File: config.mk
export PLATFORM = sky130hd
export DESIGN_NAME = clk_div_prog
export DESIGN_NICKNAME = d
export VERILOG_FILES = /design/src/rtl/clk_div_prog.sv
export SDC_FILE = /design/constraint.sdc
export NUM_CORES = 1
export LEC_CHECK = 0
export ABC_AREA = 0
export CORE_MARGIN = 2
export CORE_UTILIZATION = 58
export DETAILED_ROUTE_END_ITERATION = 12
export PLACE_DENSITY_LB_ADDON = 0.12
export SLEW_MARGIN = 20
export SYNTH_ARGS = -nofsm -noshare
export SYNTH_HDL_FRONTEND = slang
export SYNTH_SLANG_ARGS = --single-unit
File: constraint.sdc
create_clock -name CLK_in -period 6.6 [get_ports CLK_in]
set_clock_uncertainty 0.05 [all_clocks]
set_input_delay 0.66 -clock CLK_in [delete_from_list [all_inputs] [get_ports CLK_in]]
set_output_delay 0.66 -clock CLK_in [all_outputs]
set_load 0.03 [all_outputs]
File: src/rtl/clk_div_prog.sv
// Programmable clock divider with a counter that wraps at an active limit LIM.
// A new limit can come from a preset select (Sp) or from an explicit
// valid/ready request. It is held as pending and only takes effect at a wrap,
// so a half-period is never cut short or stretched mid-count.
// Mode 0 gives a square wave that toggles on each wrap.
// Mode 1 gives a one-cycle pulse that matches Tick.
module clk_div_prog #(
  parameter int unsigned WIDTH = 32,
  parameter int unsigned BASE  = 12500000,
  parameter int unsigned SEL_W = 2
) (
  input  logic             CLK_in,
  input  logic             RST,
  input  logic             En,
  input  logic             Mode,
  input  logic [SEL_W-1:0] Sp,
  input  logic [WIDTH-1:0] Div_in,
  input  logic             Div_valid,
  output logic             Div_ready,
  output logic             CLK_out,
  output logic             Tick,
  output logic [WIDTH-1:0] Lim_out
);

  // The largest preset, 2^SEL_W * BASE, must fit in WIDTH bits.
  localparam longint unsigned PRESET_MAX = (64'(1) << SEL_W) * 64'(BASE);

  if (WIDTH < 64 && (PRESET_MAX >> WIDTH) != 64'(0)) begin : g_bad_params
    $error("clk_div_prog: largest preset does not fit in WIDTH bits");
  end

  // Maps a select value to its limit: select k gives (k+1)*BASE.
  function automatic logic [WIDTH-1:0] preset_limit(input logic [SEL_W-1:0] sel);
    logic [WIDTH-1:0] mult;
    mult = WIDTH'(sel) + WIDTH'(1);
    return mult * WIDTH'(BASE);
  endfunction

  logic [WIDTH-1:0] cnt_q,  cnt_d;
  logic [WIDTH-1:0] lim_q,  lim_d;
  logic [WIDTH-1:0] pend_q, pend_d;
  logic             pv_q,   pv_d;
  logic [SEL_W-1:0] sp_q,   sp_d;
  logic             clk_out_q, clk_out_d;
  logic             tick_q,    tick_d;

  logic wrap;
  logic accept;
  logic sp_chg;

  // Counter, wrap detection and divided-output generation
  always_comb begin
    wrap      = En && (cnt_q == lim_q);
    cnt_d     = cnt_q;
    tick_d    = 1'b0;
    clk_out_d = clk_out_q;
    if (En) begin
      cnt_d = wrap ? '0 : cnt_q + WIDTH'(1);
    end
    tick_d = wrap;
    if (Mode) begin
      clk_out_d = wrap;
    end else begin
      clk_out_d = clk_out_q ^ wrap;
    end
  end

  // Limit update path. A wrap applies only a value that was pending before
  // this cycle. An update captured in the same cycle waits for the next wrap.
  // An explicit request can only be accepted while nothing is pending, so it
  // never collides with an apply. In the same cycle it overrides a preset
  // change.
  always_comb begin
    accept = Div_valid && !pv_q;
    sp_chg = (Sp != sp_q);
    lim_d  = lim_q;
    pend_d = pend_q;
    pv_d   = pv_q;
    sp_d   = sp_q;
    if (wrap && pv_q) begin
      lim_d = pend_q;
      pv_d  = 1'b0;
    end
    if (sp_chg) begin
      sp_d   = Sp;
      pend_d = preset_limit(Sp);
      pv_d   = 1'b1;
    end
    if (accept) begin
      pend_d = Div_in;
      pv_d   = 1'b1;
    end
  end

  // Control state. Reset discards any partial count and any pending limit,
  // and reloads the active limit from the current select.
  always_ff @(posedge CLK_in) begin
    if (RST) begin
      cnt_q     <= '0;
      lim_q     <= preset_limit(Sp);
      pv_q      <= 1'b0;
      sp_q      <= Sp;
      clk_out_q <= 1'b0;
      tick_q    <= 1'b0;
    end else begin
      cnt_q     <= cnt_d;
      lim_q     <= lim_d;
      pv_q      <= pv_d;
      sp_q      <= sp_d;
      clk_out_q <= clk_out_d;
      tick_q    <= tick_d;
    end
  end

  // The pending value is meaningless while pv_q is low, so it needs no reset
  always_ff @(posedge CLK_in) begin
    pend_q <= pend_d;
  end

  assign Div_ready = !pv_q;
  assign CLK_out   = clk_out_q;
  assign Tick      = tick_q;
  assign Lim_out   = lim_q;

endmodule

==> results of run 1 <==
[routing by layer]
metal  wire [um]  up-vias  GRT usage (%)
met1        4390     1671           30.6
met4         217        0           6.88
met3         520       17           5.30
li1            -     1720              -
met2        5410      104           43.5
met5           0        -              0
[worst paths after layout]
check / start / end / slack (ns)
min reg2reg: pend_q[2]$_SDFFCE_PN0P_ / Lim_out[2]$_SDFFE_PP0N_ / 0.45
min: pend_q[2]$_SDFFCE_PN0P_ / Lim_out[2]$_SDFFE_PP0N_ / 0.45
max reg2reg: cnt_q[4]$_SDFFE_PP0P_ / cnt_q[31]$_SDFFE_PP0P_ / 3.82
max: Sp[0] / Lim_out[22]$_DFFE_PP_ / 3.41
[power by group]
group | internal (mW) | switching, mW
sequential | 0.724 | 0.0242
combinational | 0.0769 | 0.101
clock | 0.224 | 0.227
total | 1.02 | 0.352
[cells in the mapped netlist, types with 3 or more instances]
master	n
nor2_1	58
nand2_1	47
buf_2	4
xor2_1	26
o21ai_0	11
nand2b_1	7
nor3_1	3
and4_1	4
a22o_1	3
clkbuf_1	11
edfxtp_1	61
nand4_1	17
and2_1	19
nand3b_1	6
ha_1	11
inv_1	23
nand3_1	12
nor4_1	5
dfxtp_1	40
o31ai_1	7
xnor2_1	38
a21o_1	8
a21oi_1	11
mux2i_1	5
[final cells by class]
| class | count | area (um2) |
|---|---|---|
| Fill cell | 591 | 2260 |
| Clock inverter | 7 | 111 |
| Clock buffer | 9 | 124 |
| Timing Repair Buffer | 77 | 761 |
| Tap cell | 105 | 131 |
| Sequential cell | 101 | 2630 |
| Inverter | 24 | 90.1 |
| Multi-Input combinational cell | 319 | 2030 |
[placed cells by master, fill, tap and decap left out, types with 2 or more instances in the layout]
master / netlist / final
clkdlybuf4s50_1: 0 / 73
edfxtp_1: 61 / 61
nor2_1: 58 / 58
nand2_1: 47 / 46
dfxtp_1: 40 / 40
xnor2_1: 38 / 38
xor2_1: 26 / 26
inv_1: 23 / 23
and2_1: 19 / 19
nand4_1: 17 / 17
nand3_1: 12 / 12
a21oi_1: 11 / 11
o21ai_0: 11 / 11
ha_1: 11 / 11
clkbuf_8: 0 / 9
a21o_1: 8 / 8
nand2b_1: 7 / 7
o31ai_1: 7 / 7
nand3b_1: 6 / 6
nor4_1: 5 / 5
mux2i_1: 5 / 5
and4_1: 4 / 4
buf_4: 1 / 4
nor3_1: 3 / 3
a22o_1: 3 / 3
inv_8: 0 / 3
or3_1: 2 / 2
a211oi_1: 2 / 2
o22ai_1: 2 / 2
nand2_2: 1 / 2
nor4_4: 2 / 2
and3_1: 2 / 2
bufinv_16: 0 / 2
[sequential cells by signal, indices dropped and copies added, names as in the netlist]
name     count
pend_q      32
cnt_q       32
CLK_out      1
pv_q         1
sp_q         2
Tick         1
Lim_out     32
[metrics by stage]
step           power [mW]  utilization [%]  instance area, um2  instances  hold slack (ns)
2_1_floorplan       0.861                -                4830        462            0.403
3_3_place_gp        0.935             69.3                5640        626            0.407
3_5_place_dp        0.940             69.3                5640        626            0.417
4_1_cts              1.39             72.2                5880        642            0.447
5_1_grt              1.43             72.3                5880        642            0.484
6_report             1.38             72.3                5880        642            0.451
[cell families after synthesis]
kind of cell	after synthesis
and+or+nand+nor	192
DFF	101
xor gates and xnor gates	64
AOI/OAI and AO/OA	47
buffers and inverters	42
adders and majority gates	11
muxes	5
[critical path, stage by stage]
cell             delay (ns)
clkdlybuf4s50_1        0.78
inv_1                  0.17
ha_1                   0.41
xnor2_1                0.27
ha_1                   0.33
a21oi_1                0.20
nor2_1                 0.07
nor2_1                 0.11
xnor2_1                0.14
o21ai_0                0.09
==> summary.md, run 1 <==
| Metric | Value |
|---|---|
| CTS Hold Bufs | 0 |
| Via density | 5.47 |
| Setup TNS | 0 ns |
| Die Area | 9080 um2 |
| Antenna violation net count after detailed routing | 0 |
| Total Wirelength | ~11000 um |
| WP data arrival | 3.24 ns |
| Worst reg2reg path depth | 6 |
| First-pass GRT wire length | 16800 um |
| Syn avg cell area | 10.5 um2 |
| Final number of max-transition violations | 0 |
| GPL Wtd Cong | 0.886 |
| Simple-Gate Fraction of Synth Area | 20.2% |
| Post-synth top area share | 37.9% |
| # setup viols final | 0 |
| Std-Cell Rows | 33 |
| Area leader, netlist | edfxtp_1 |
| Initial core utilization | 59.4% |
| Worst hold path cell count | 2 |
| LEAKAGE | 2.27 nW |
| Post-synthesis compound-gate area fraction | 6.16% |
| CTS Buffer Depth | 2 |
| Post-cts resize count | 0 |
| Synth Area in XOR/XNOR | 11.6% |
| Clock Latency Late Sink | about 0.37 ns |
| Max transition margin | a little over a third |
| H-tree depth | 3 |
| I/O Buffers | 73 |
| Die height | 95.3 um |
| Sequential-to-total area share from yosys stat | between 50 and 60% |
| Pre-antenna DRT Iters | 5 |
| Total CTS buffers | 9 |
| CTS tree | done |
| Tmin final | 3.19 ns |
| Status | finished, final reports clean |
| Most common flop cell mapped by yosys | edfxtp_1 |
| Vias | 3512 |
| Number of setup buffers added after CTS | 0 |
| Synth Area in Adders | 2.85% |
| Mux cell area share after synthesis | roughly 1.0% |
| Unrepaired setup endpoints after global routing | no |
| Tcrit/Tclk final | 48.3% |
| Worst VDD drop | approximately 0.15 mV |
| Max-cap viol count | 0 |
| Num ports | 74 |
| Area of the mapped netlist | 4830 um2 |
| Area growth, synth to finish | 21.7% |
| Main combinational cell family by area after synthesis | simple AND/OR/NAND/NOR gates |
| Yosys warning count | 0 |
| Hold Crit Class | flop to flop |
| Layout cells sized above 1 | under 10% |
| Clk root buf | clkbuf_8 |
| Flops & latches, synth | about 100 |
| Final hold vios | 0 |
| Syn nets | between 500 and 600 |
| Slew @ Worst Pin | roughly 0.97 ns |
| CTS clock-pin slew for the worst setup and hold paths | 0.10 ns |
| HPWL Detailed | 7740 um |
| Vias in the first global route | about 3400 |
| Fmax | about 310 MHz |
| # diodes | 0 |
| Die Width | 95.3 um |
| Number of synthesized flops with an enable pin | 61 |
| Fin nets | 582 |
| CP Launch Type | input port |
| Critical Path Fanout Max | 13 |
| Routed len/inst | around 16 um |
| GRT overflow | 0 |
| Setup CP Type | input port to flop |
| # DRC | 0 |
| Worst Path Required | 6.65 ns |
| DR iter-0 viols | 130 |
| Synth area leaders | edfxtp_1 (38%), dfxtp_1 (17%), xnor2_1 (6.9%) |
| All-Layer GR Usage | 24.7% |
| Largest net degree at the start of global routing | 37 |
| Min setup slack post-route | roughly 3.4 ns |
| Cells after Synth | 462 |
| CORE AREA | 8130 um2 |
| CTS Sinks | 101 |
| Async set or reset register ratio after synthesis | 0% |
| Placement Setup Slack | 3.14 ns |
| PwrDens | 234 nW/um2 |
| Crit end category | flop |
| Initial antenna violation count | 0 |
| Yosys cell types | 43 |
Power figures use the tool's default switching activity.
==> inputs of run 2 (changes only) <==
CORE_UTILIZATION = 54   (was 58)
clock period = 3 ns   (was 6.6 ns; I/O delays follow)
==> run 2 against run 1 <==
Net effect:
- global-route usage decreased by 1.7 points
- total power increased by 110%
- worst hold slack got worse by 0.0079 ns
- final area increased by 0.32%
- sequential share of layout area decreased by 0.14 points
- worst setup slack got worse by 2.9 ns
- core utilization decreased by 4.3 points
- clock power increased by 90%
- die area increased by 7.1%
==> summary.md, run 2 (synthesized netlist as in run 1, its figures left out) <==
| Metric | Value |
|---|---|
| CTS Sinks | 101 (unchanged) |
| Worst r2r src | cnt_q[4]$_SDFFE_PP0P_ |
| Vias in the first global route | 3474 (+1.5%) |
| RR Endpoint | cnt_q[0]$_SDFFE_PP0P_ |
| All-Layer GR Usage | 23.0% (-1.7 points) |
| HPWL Detailed | 8110 um (+4.7%) |
| Final number of max-transition violations | 0 (unchanged) |
| CP Launch Type | input port |
| Critical path's top delay family | buffers and inverters |
| Max transition margin | 64.2% (+29 points) |
| Min setup slack post-route | 0.529 ns (-2.88 ns) |
| Num ports | 74 (unchanged) |
| Clock Latency Late Sink | 0.38 ns (about the same) |
| Critical-path cell with the highest stage delay | clkdlybuf4s50_1 |
| Status | finished, final reports clean |
| Buf+Inv Stages, Crit Path | 2 (unchanged) |
| Total CTS buffers | 9 (unchanged) |
| Unrepaired setup endpoints after global routing | no |
| Setup TNS | 0 ns (unchanged) |
| Fillers | 705 (+19%) |
| Placement Setup Slack | 0.204 ns (-2.93 ns) |
| Final Total Pwr | 2.90 mW (+110%) |
| CP peak stage delay | 0.58 ns (-0.20 ns) |
| GR Util met2 | 38.0% (-5.4 points) |
| Setup CP Type | input port to flop |
| Global route hottest layer | met2 |
| # setup viols final | 0 (unchanged) |
| Met1 usage | 30.5% (-0.12 points) |
| DR iter-0 viols | 163 (+25%) |
| CTS Buffer Depth | 2 (unchanged) |
| PwrDens | 491 nW/um2 (+110%) |
| Largest net degree at the start of global routing | 35 (-5.4%) |
| First-pass GRT wire length | 17400 um (+3.5%) |
| Die Width | 98.6 um (+3.5%) |
| Layout cells sized above 1 | 6.43% (+1.0 points) |
| Worst Path Required | 3.07 ns (-3.58 ns) |
| Worst hold path cell count | 2 (unchanged) |
| Setup slack, reg-to-reg | 0.54 ns (-3.28 ns) |
| LEAKAGE | 2.29 nW (+0.63%) |
| Max-cap viol count | 0 (unchanged) |
| Routed len/inst | 16.6 um (+1.4%) |
| Antenna violation net count after detailed routing | 0 (unchanged) |
| I/O Buffers | 73 (unchanged) |
| Slew @ Worst Pin | 0.532 ns (-0.435 ns) |
| Initial core utilization | 55.7% (-3.7 points) |
| CTS clock-pin slew for the worst setup and hold paths | 0.10 ns (about the same) |
| Commonest non-fill, non-tap cell in the layout | clkdlybuf4s50_1 |
| Crit end category | flop |
| Final hold vios | 0 (unchanged) |
| Clk root buf | clkbuf_8 |
| WP depth | 10 (unchanged) |
| Area growth, synth to finish | 22.1% |
| Tmin final | between 2 and 2.5 ns |
| Worst VDD drop | 0.346 mV (+130%) |
| Pre-antenna DRT Iters | 5 (unchanged) |
| Post-cts resize count | 0 (unchanged) |
| Initial antenna violation count | 0 (unchanged) |
| Placed cells | 636 (+1.6%) |
| WP data arrival | 2.54 ns (-0.70 ns) |
| Final cell count without fillers | 652 (+1.6%) |
| Worst setup path endpoint | Lim_out[22]$_DFFE_PP_ |
| GPL Wtd Cong | 0.911 (+2.8%) |
| CTS tree | done |
| Via density | 5.45 (-0.30%) |
| Vias | 3556 (+1.3%) |
| Fmax | 405 MHz |
| Number of setup buffers added after CTS | 0 (unchanged) |
| GRT overflow | 0 (unchanged) |
| CORE AREA | 8680 um2 (+6.7%) |
| # diodes | 0 (unchanged) |
| # DRC | 0 (unchanged) |
| Die Area | 9720 um2 (+7.1%) |
| Die height | 98.6 um (+3.5%) |
| Critical Path Fanout Max | 6 (-7) |
| GRT met3 Usage | 5.18% (-0.12 points) |
| Std-Cell Rows | 34 (+3.0%) |
| Fin nets | 589 (+1.2%) |
| Worst reg2reg path depth | 7 (+1) |
| Total Wirelength | 10800 um (+3.0%) |
| Worst path cell trace | clkdlybuf4s50_1 -> inv_1 -> ha_1 -> xnor2_1 -> ha_1 -> a21oi_1 -> nor2_1 -> nor2_1 -> xnor2_1 -> o21ai_0 |
| CTS Hold Bufs | 0 (unchanged) |
| H-tree depth | 3 (unchanged) |
| Crit. Startpoint | Sp[1] |
| Layout Utilization | 67.9% (-4.3 points) |
| Commonest non-fill, non-tap cells in the layout | clkdlybuf4s50_1 (73), edfxtp_1 (61), nor2_1 (58) |
| Hold Crit Class | flop to flop |
| Tcrit/Tclk final | 82.4% |
## run 2: cell types whose count changed in the layout (fill, tap and decap cells not counted), sizes merged
cell	change
inv	-1
clkinv	+3
bufinv	-2
buf	+7
## run 2: final cells by class
type | instances | area, um2 | share of cell area (%)
sequential | 101 | 2630 | 44.6
multi-input combinational | 319 | 2030 | 34.4
timing repair buffer | 84 | 813 | 13.8
tap | 108 | 135 | 2.29
clock buffer | 9 | 124 | 2.10
inverter | 24 | 90.1 | 1.53
clock inverter | 7 | 76.3 | 1.29
## run 2: report_power, final
group          switching [mW]  total, mW  internal [mW]
clock                   0.527      0.855          0.328
combinational           0.223      0.398          0.175
sequential             0.0514       1.64           1.59
## run 2: how the worst min path moves through the flow
stage	slack [ns]	endpoint	from
after floorplan	0.35	sp_q[0]$_DFFE_PP_	Sp[0]
after global placement	0.41	Lim_out[3]$_SDFFE_PP0N_	pend_q[3]$_SDFFCE_PN0P_
after detailed placement	0.42	Lim_out[2]$_SDFFE_PP0N_	pend_q[2]$_SDFFCE_PN0P_
after CTS	0.45	Lim_out[2]$_SDFFE_PP0N_	pend_q[2]$_SDFFCE_PN0P_
after global routing	0.50	Lim_out[1]$_SDFFE_PP0N_	pend_q[1]$_SDFFCE_PN0P_
final	0.44	Lim_out[2]$_SDFFE_PP0N_	pend_q[2]$_SDFFCE_PN0P_
## run 2: tightest hold or removal path, delay by kind of cell, from the launching register on
family        cells  cell delay [ns]
flops             1             0.33
mux               1             0.06
simple gates      1             0.07
## run 2: layer usage
metal,wire (um),vias up
met4,229,0
met1,4640,1689
li1,-,1737
met3,659,19
met2,5320,111
met5,0,-
## run 2: stage by stage
step,hold WS [ns],area (um2)
after floorplan,0.349,4830
after global placement,0.407,5700
after detailed placement,0.420,5700
after CTS,0.449,5900
after global routing,0.500,5900
final,0.443,5900
